===== src/rtl/id_ex_stage_reg.sv =====
// ID/EX pipeline register with load-use hazard detection, flush handling and saturating event counters.
// One-cycle latency ID->EX; on a load-use hazard PC and IF/ID are held for one cycle while a bubble is loaded.
module id_ex_stage_reg #(
  parameter int DATA_W = 32,
  parameter int REG_AW = 5,
  parameter int CNT_W  = 16
) (
  input  logic              clk,
  input  logic              rst_n,
  input  logic              id_valid,
  input  logic              id_regdst,
  input  logic              id_alusrc,
  input  logic              id_branch,
  input  logic              id_memread,
  input  logic              id_memwrite,
  input  logic              id_regwrite,
  input  logic              id_memtoreg,
  input  logic              id_jump,
  input  logic              id_extsel,
  input  logic [1:0]        id_aluop,
  input  logic [DATA_W-1:0] id_rs_data,
  input  logic [DATA_W-1:0] id_rt_data,
  input  logic [DATA_W-1:0] id_imm,
  input  logic [REG_AW-1:0] id_rs,
  input  logic [REG_AW-1:0] id_rt,
  input  logic [REG_AW-1:0] id_rd,
  input  logic [4:0]        id_shamt,
  input  logic [5:0]        id_funct,
  input  logic [DATA_W-1:0] id_pc4,
  input  logic              flush,
  output logic              pc_write,
  output logic              ifid_write,
  output logic              ex_valid,
  output logic              ex_regdst,
  output logic              ex_alusrc,
  output logic              ex_branch,
  output logic              ex_memread,
  output logic              ex_memwrite,
  output logic              ex_regwrite,
  output logic              ex_memtoreg,
  output logic              ex_jump,
  output logic              ex_extsel,
  output logic [1:0]        ex_aluop,
  output logic [DATA_W-1:0] ex_rs_data,
  output logic [DATA_W-1:0] ex_rt_data,
  output logic [DATA_W-1:0] ex_imm,
  output logic [REG_AW-1:0] ex_rs,
  output logic [REG_AW-1:0] ex_rt,
  output logic [REG_AW-1:0] ex_rd,
  output logic [4:0]        ex_shamt,
  output logic [5:0]        ex_funct,
  output logic [DATA_W-1:0] ex_pc4,
  output logic [CNT_W-1:0]  stall_cnt,
  output logic [CNT_W-1:0]  flush_cnt
);

  localparam logic [CNT_W-1:0] CNT_ONE = {{(CNT_W-1){1'b0}}, 1'b1};
  localparam logic [CNT_W-1:0] CNT_MAX = {CNT_W{1'b1}};

  logic id_uses_rt;
  logic hazard;
  logic bubble;
  logic load_ctrl;

  assign id_uses_rt = id_regdst | id_memwrite | id_branch;
  assign hazard     = ex_valid & ex_memread & (ex_rt != '0) & id_valid &
                      ((ex_rt == id_rs) | (id_uses_rt & (ex_rt == id_rt)));
  assign pc_write   = ~(hazard & ~flush);
  assign ifid_write = ~(hazard & ~flush);
  assign bubble     = flush | hazard;
  // Gating with id_valid keeps undriven decoder bits of an empty slot out of EX.
  assign load_ctrl  = ~bubble & id_valid;

  always_ff @(posedge clk or negedge rst_n) begin
    if (!rst_n) begin
      ex_valid    <= 1'b0;
      ex_regdst   <= 1'b0;
      ex_alusrc   <= 1'b0;
      ex_branch   <= 1'b0;
      ex_memread  <= 1'b0;
      ex_memwrite <= 1'b0;
      ex_regwrite <= 1'b0;
      ex_memtoreg <= 1'b0;
      ex_jump     <= 1'b0;
      ex_extsel   <= 1'b0;
      ex_aluop    <= 2'b00;
    end else begin
      ex_valid    <= load_ctrl;
      ex_regdst   <= load_ctrl & id_regdst;
      ex_alusrc   <= load_ctrl & id_alusrc;
      ex_branch   <= load_ctrl & id_branch;
      ex_memread  <= load_ctrl & id_memread;
      ex_memwrite <= load_ctrl & id_memwrite;
      ex_regwrite <= load_ctrl & id_regwrite;
      ex_memtoreg <= load_ctrl & id_memtoreg;
      ex_jump     <= load_ctrl & id_jump;
      ex_extsel   <= load_ctrl & id_extsel;
      ex_aluop    <= load_ctrl ? id_aluop : 2'b00;
    end
  end

  always_ff @(posedge clk or negedge rst_n) begin
    if (!rst_n) begin
      ex_rs_data <= '0;
      ex_rt_data <= '0;
      ex_imm     <= '0;
      ex_rs      <= '0;
      ex_rt      <= '0;
      ex_rd      <= '0;
      ex_shamt   <= '0;
      ex_funct   <= '0;
      ex_pc4     <= '0;
    end else begin
      ex_rs_data <= id_rs_data;
      ex_rt_data <= id_rt_data;
      ex_imm     <= id_imm;
      ex_rs      <= id_rs;
      ex_rt      <= id_rt;
      ex_rd      <= id_rd;
      ex_shamt   <= id_shamt;
      ex_funct   <= id_funct;
      ex_pc4     <= id_pc4;
    end
  end

  always_ff @(posedge clk or negedge rst_n) begin
    if (!rst_n) begin
      stall_cnt <= '0;
      flush_cnt <= '0;
    end else if (flush) begin
      if (id_valid && (flush_cnt != CNT_MAX)) flush_cnt <= flush_cnt + CNT_ONE;
    end else if (hazard) begin
      if (stall_cnt != CNT_MAX) stall_cnt <= stall_cnt + CNT_ONE;
    end
  end

endmodule


===== config.mk =====
export PLATFORM = sky130hd
export DESIGN_NAME = id_ex_stage_reg
export DESIGN_NICKNAME = d
export VERILOG_FILES = /design/src/rtl/id_ex_stage_reg.sv
export SDC_FILE = /design/constraint.sdc
export NUM_CORES = 1
export LEC_CHECK = 0
export ABC_AREA = 1
export ABC_CLOCK_PERIOD_IN_PS = 2180
export BUFFER_PORTS_ARGS = -buffer_cell sky130_fd_sc_hd__clkbuf_2
export CORE_AREA = 5 5 140 142
export CTS_CLUSTER_DIAMETER = 80
export CTS_CLUSTER_SIZE = 40
export DETAILED_ROUTE_END_ITERATION = 10
export DIE_AREA = 0 0 145 147
export GPL_TIMING_DRIVEN = 1
export HOLD_SLACK_MARGIN = 0.06
export PLACE_DENSITY_LB_ADDON = 0.1
export SYNTH_ARGS = -nofsm -noshare
export SYNTH_HDL_FRONTEND = slang
export SYNTH_SLANG_ARGS = --single-unit
export TNS_END_PERCENT = 20

===== constraint.sdc =====
create_clock -name clk -period 2.18 [get_ports clk]
set_input_delay 0.654 -clock clk [delete_from_list [all_inputs] [get_ports clk]]
set_output_delay 0.654 -clock clk [all_outputs]
set_load 0.02 [all_outputs]

# Word-level counts from Yosys, hierarchy flattened
# Cells that the tools add are included.
[op_classes]
mul = 0
n_reduce_logical = 4
mux = 1
n_div = 0
n_eq_ne = 4
add_sub_neg = 2
bitwise_logic = 23
n_shift = 0
n_lt_le_gt_ge = 0
[op_table]
columns = ["operator", "count"]
rows = [
  ["$add A16 B1 Y16 const B", 2],
  ["$ne A16 B16 Y1 const B", 2],
  ["$and A1 B1 Y1", 16],
  ["$eq A5 B5 Y1", 2],
  ["$reduce_bool A5 Y1", 1],
  ["$or A1 B1 Y1", 4],
  ["$not A1 Y1", 3],
  ["$reduce_and A3 Y1", 1],
  ["$mux W2", 1],
  ["$reduce_and A2 Y1", 1],
  ["$logic_and A1 B1 Y1", 1],
]
[totals]
romBits = 0
latchBits = 0
register_bits = 198
n_memories = 0
ram_bits = 0

# Logic depth before layout (Yosys ltp)
[depth]
ltp_word = 9
ltp_mapped = 11

# Least setup slack after synthesis
# Ideal clock, no wire load.
[synth_timing]
path_type = "input to output"
startpoint = "input id_rs[2]"
endpoint = "output pc_write"
required_ns = 1.526
n_path_buf = 1
setup_slack_ns = 0.150
arrival_time_ns = 1.376
stages = 8
cell_sequence = "inv_1 nand2_1 nand2_1 nor2_1 nand3_1 nand2_2 nand3_4 buf_4"
[synth_between]
elab_chain_len = 5
[synth_lines]
columns = ["element", "line_no", "source"]
rows = [
  ["start: declaration", "24", "input logic [REG_AW-1:0] id_rs,"],
  ["$eq A5 B5 Y1", "67", "((ex_rt == id_rs) | (id_uses_rt & (ex_rt == id_rt)));"],
  ["$or A1 B1 Y1", "67", ""],
  ["$and A1 B1 Y1", "66", "assign hazard = ex_valid & ex_memread & (ex_rt != '0) & id_valid &"],
  ["$and A1 B1 Y1", "--", ""],
  ["$not A1 Y1", "--", ""],
  ["end: declaration", "31", "output logic pc_write,"],
]
# Every way passes these cells.

# Final worst setup path
[layout_timing]
startpoint = "register ex_rt[0]"
endpoint = "output ifid_write"
[layout_between]
elab_chain_len = 6
[layout_lines]
columns = ["element", "line_no", "source"]
rows = [
  ["start: declaration", "48", "output logic [REG_AW-1:0] ex_rt,"],
  ["start signal: assignment", "118", "ex_rt <= id_rt;"],
  ["$eq A5 B5 Y1 / $reduce_bool A5 Y1 (equally long branches)", "67, 66", ""],
  ["$and A1 B1 Y1, on equally long branches", "67, 66", ""],
  ["$or A1 B1 Y1 / $and A1 B1 Y1 (equally long branches)", "67, 66", ""],
  ["$and A1 B1 Y1 (*)", "66", ""],
  ["$and A1 B1 Y1 (*)", "69", "assign ifid_write = ~(hazard & ~flush);"],
  ["$not A1 Y1 (*)", "69", ""],
  ["end: declaration", "32", "output logic ifid_write,"],
]
# Every way passes the cells marked *; elsewhere a longest branch is shown, timed or not.

==> metrics.txt <==
clk buf depth 2; vias in the first global route between 5,000 and 6,000; Critical Path End Type primary output; CTS buffer count 17; final hold vios 0; I/O pin total between 300 and 400; Final ANT Viol Nets 0; Fmax 450 MHz; Highest Signal Layer met5; max cap viols 0; syn_area_per_cell 12.9 um^2; post-DP HPWL around 16 mm; Total Nets Final around 1,100; Remaining DRCs 0; EDFF count, synth 0; worst path arrival time around 1.6 ns; fin util between 50% and 60%; Synthesized Nets 668; chip height roughly 150 um; setup TNS -0.0791 ns; Initial Utilization between 30% and 40%; Synth Instances between 400 and 500; Fillers 1,647; root buffer cell clkbuf_16; ys flop type dfrtp_1; hold buffer count at CTS 0; pin count of the biggest net entering global routing 50; first-pass iteration count of the detailed router 4; Ys Warns 0; Synth Cell Area about 6400 um^2; CP max-delay cell dfrtp_1; CTS H-Tree Depth 4; area growth from synthesis to layout 44.3%; Critical Path Source Type flop; layout cells sized above 1 roughly half; commonest non-fill, non-tap cell in the layout clkbuf_2; GR Overflow Total 0; Min-Delay Path Class in2async; post-synthesis async set-or-reset flop share 100%; worst-skew pair later-pin latency approximately 0.43 ns; met2 WL between 10 and 15 mm; Cell variety after synth 28; critical path class reg2out; wl on met1 between 7 and 8 mm; Synth Register Bits approximately 200; post-route minimum period roughly 2.2 ns; Max transition margin between 70% and 80%; clk sinks 198; WL final about 20 mm; Lkg Pwr roughly 5 nW; vias per std cell 4.28; sequential area share after synthesis between 70% and 80%; first-pass GRT wire length 30.6 mm; initial antenna violation count 3; Worst-Margin Slew between 0.4 and 0.5 ns; slowest stage delay, CP about 0.4 ns; DR WL met3 around 1.7 mm; CTS tree built; die width about 150 um; core area approximately 18,000 um^2; most frequent CP cell nand2_1; outcome finished with violations; RD Place Congestion just under 0.9; worst path required time approximately 1.5 ns; # port buffers roughly 370; Wirelength per Cell around 18 um; clock skew 0.00843 ns; area of the multi-input gates 1200 um^2; pwr/cell area 872 nW/um^2; Total Routing Usage GR a little under a fifth; Critical Path Fanout Max 4; Peak VDD IR roughly 0.5 mV; violated checks negative setup slack; total number of vias 4,866; Final Setup Violations 2; Iteration-0 DRC Markers 151; share of the clock period used by the worst path 102%; total power roughly 8.1 mW; crit-path cells inv_2 > nand2_1 > nand2_1 > nor2_2 > nand3_1 > nand2_2 > nand3_4 > buf_8; most frequent cells in the layout 365 x clkbuf_2, 198 x dfrtp_1, 108 x nand2_1; final setup margin -0.0400 ns; Slew Limit Fails 0; RSZ-0062 raised after global routing true; CP delay by family, top simple AND/OR/NAND/NOR gates; Clk pin slew, worst setup/hold paths about 0.08 ns; Antenna diodes 0; die area 21,300 um^2; Seq. cell area between 4000 and 5000 um^2; num rows 50; Buf/Inv on CP 2
layer usage:
layer | up-vias | GRT usage [%]
li1 | 2305 | -
met1 | 2289 | 21.6
met2 | 229 | 32.1
met3 | 37 | 6.94
met4 | 6 | 6.54
met5 | - | 0
final timing paths:
kind                       slack [ns]             end            from  depth (start not counted)
setup / recovery                -0.04      ifid_write        ex_rt[0]                          8
hold / removal                   0.13  ex_rs_data[19]           rst_n                          1
setup reg to reg                 0.30    flush_cnt[6]    flush_cnt[0]                         10
hold reg to reg                  0.51   stall_cnt[15]   stall_cnt[15]                          2
max in group asynchronous        1.36  ex_rs_data[31]           rst_n                          2
min in group clk                 0.32  ex_rs_data[22]  id_rs_data[22]                          1
flip-flops by register name, indices dropped and copies added, names as in the netlist, 2 cells and up:
signal	cells
ex_aluop	2
ex_funct	6
ex_imm	32
ex_pc4	32
ex_rd	5
ex_rs	5
ex_rs_data	32
ex_rt	5
ex_rt_data	32
ex_shamt	5
flush_cnt	16
stall_cnt	16
repair_timing:
| item | 4_1_cts | 5_1_grt |
|---|---|---|
| resized for setup | 6 | 8 |
| pin swaps | 2 | 7 |
| endpoints found under the setup margin | 2 | 2 |
| buffers inserted | 2 | 0 |
cells by family after synthesis:
family	after synthesis	synth area share [%]
adder cells (fa/ha/maj)	2	0.389
buffers and inverters	68	4.51
AND/OR/NAND/NOR	193	13.5
AO/OA/AOI/OAI	10	1.05
flip-flops	198	77.0
XOR/XNOR	26	3.54
final cells by class:
type	instances	share of cell area, %
clock buffer	18	4.73
clock inverter	14	1.66
inverter	62	2.51
multi-input combinational	231	12.9
sequential	198	53.4
tap	234	3.15
timing repair buffer	381	21.6
Yosys cell counts (2+ instances only):
library cell  number  area (um^2)
xnor2_1            7         61.3
nand4_1            4         25.0
inv_2              2         7.51
nand2_1          112          420
nand3_2            3         30.0
nor2_1            32          120
nand3_1           18         90.1
inv_1             60          225
nor4_1             2         12.5
dfrtp_1          198         4950
buf_6              4         45.0
o21ai_0            4         20.0
nand2_2            2         12.5
nor3_1            13         65.1
xor2_1            19          166
o21ai_2            4         35.0
ha_1               2         25.0
power by group:
group | internal (mW) | switching [mW] | total (mW)
Sequential | 3.88 | 0.137 | 4.02
Combinational | 0.345 | 0.625 | 0.970
Clock | 1.57 | 1.53 | 3.10
Total | 5.80 | 2.29 | 8.09
stage by stage:
step           hold slack, ns  instances  cell area, um^2  worst slack [ns]
5_1_grt                 0.140       1138             9280            -0.159
3_5_place_dp            0.498       1104             8640           -0.0116
4_1_cts                 0.126       1138             9270           -0.0691
6_report                0.130       1138             9280           -0.0400
2_1_floorplan           0.358        497             6430             0.150
3_3_place_gp            0.489       1104             8640            0.0413
worst register-to-register path, delay by kind of cell, from the launching register on:
family | cells | cell delay, ns
AND/OR/NAND/NOR | 7 | 0.76
flip-flops | 1 | 0.43
adder cells (fa/ha/maj) | 1 | 0.23
buffers and inverters | 1 | 0.18
XOR/XNOR | 1 | 0.14
(Power assumes the default switching activity.)
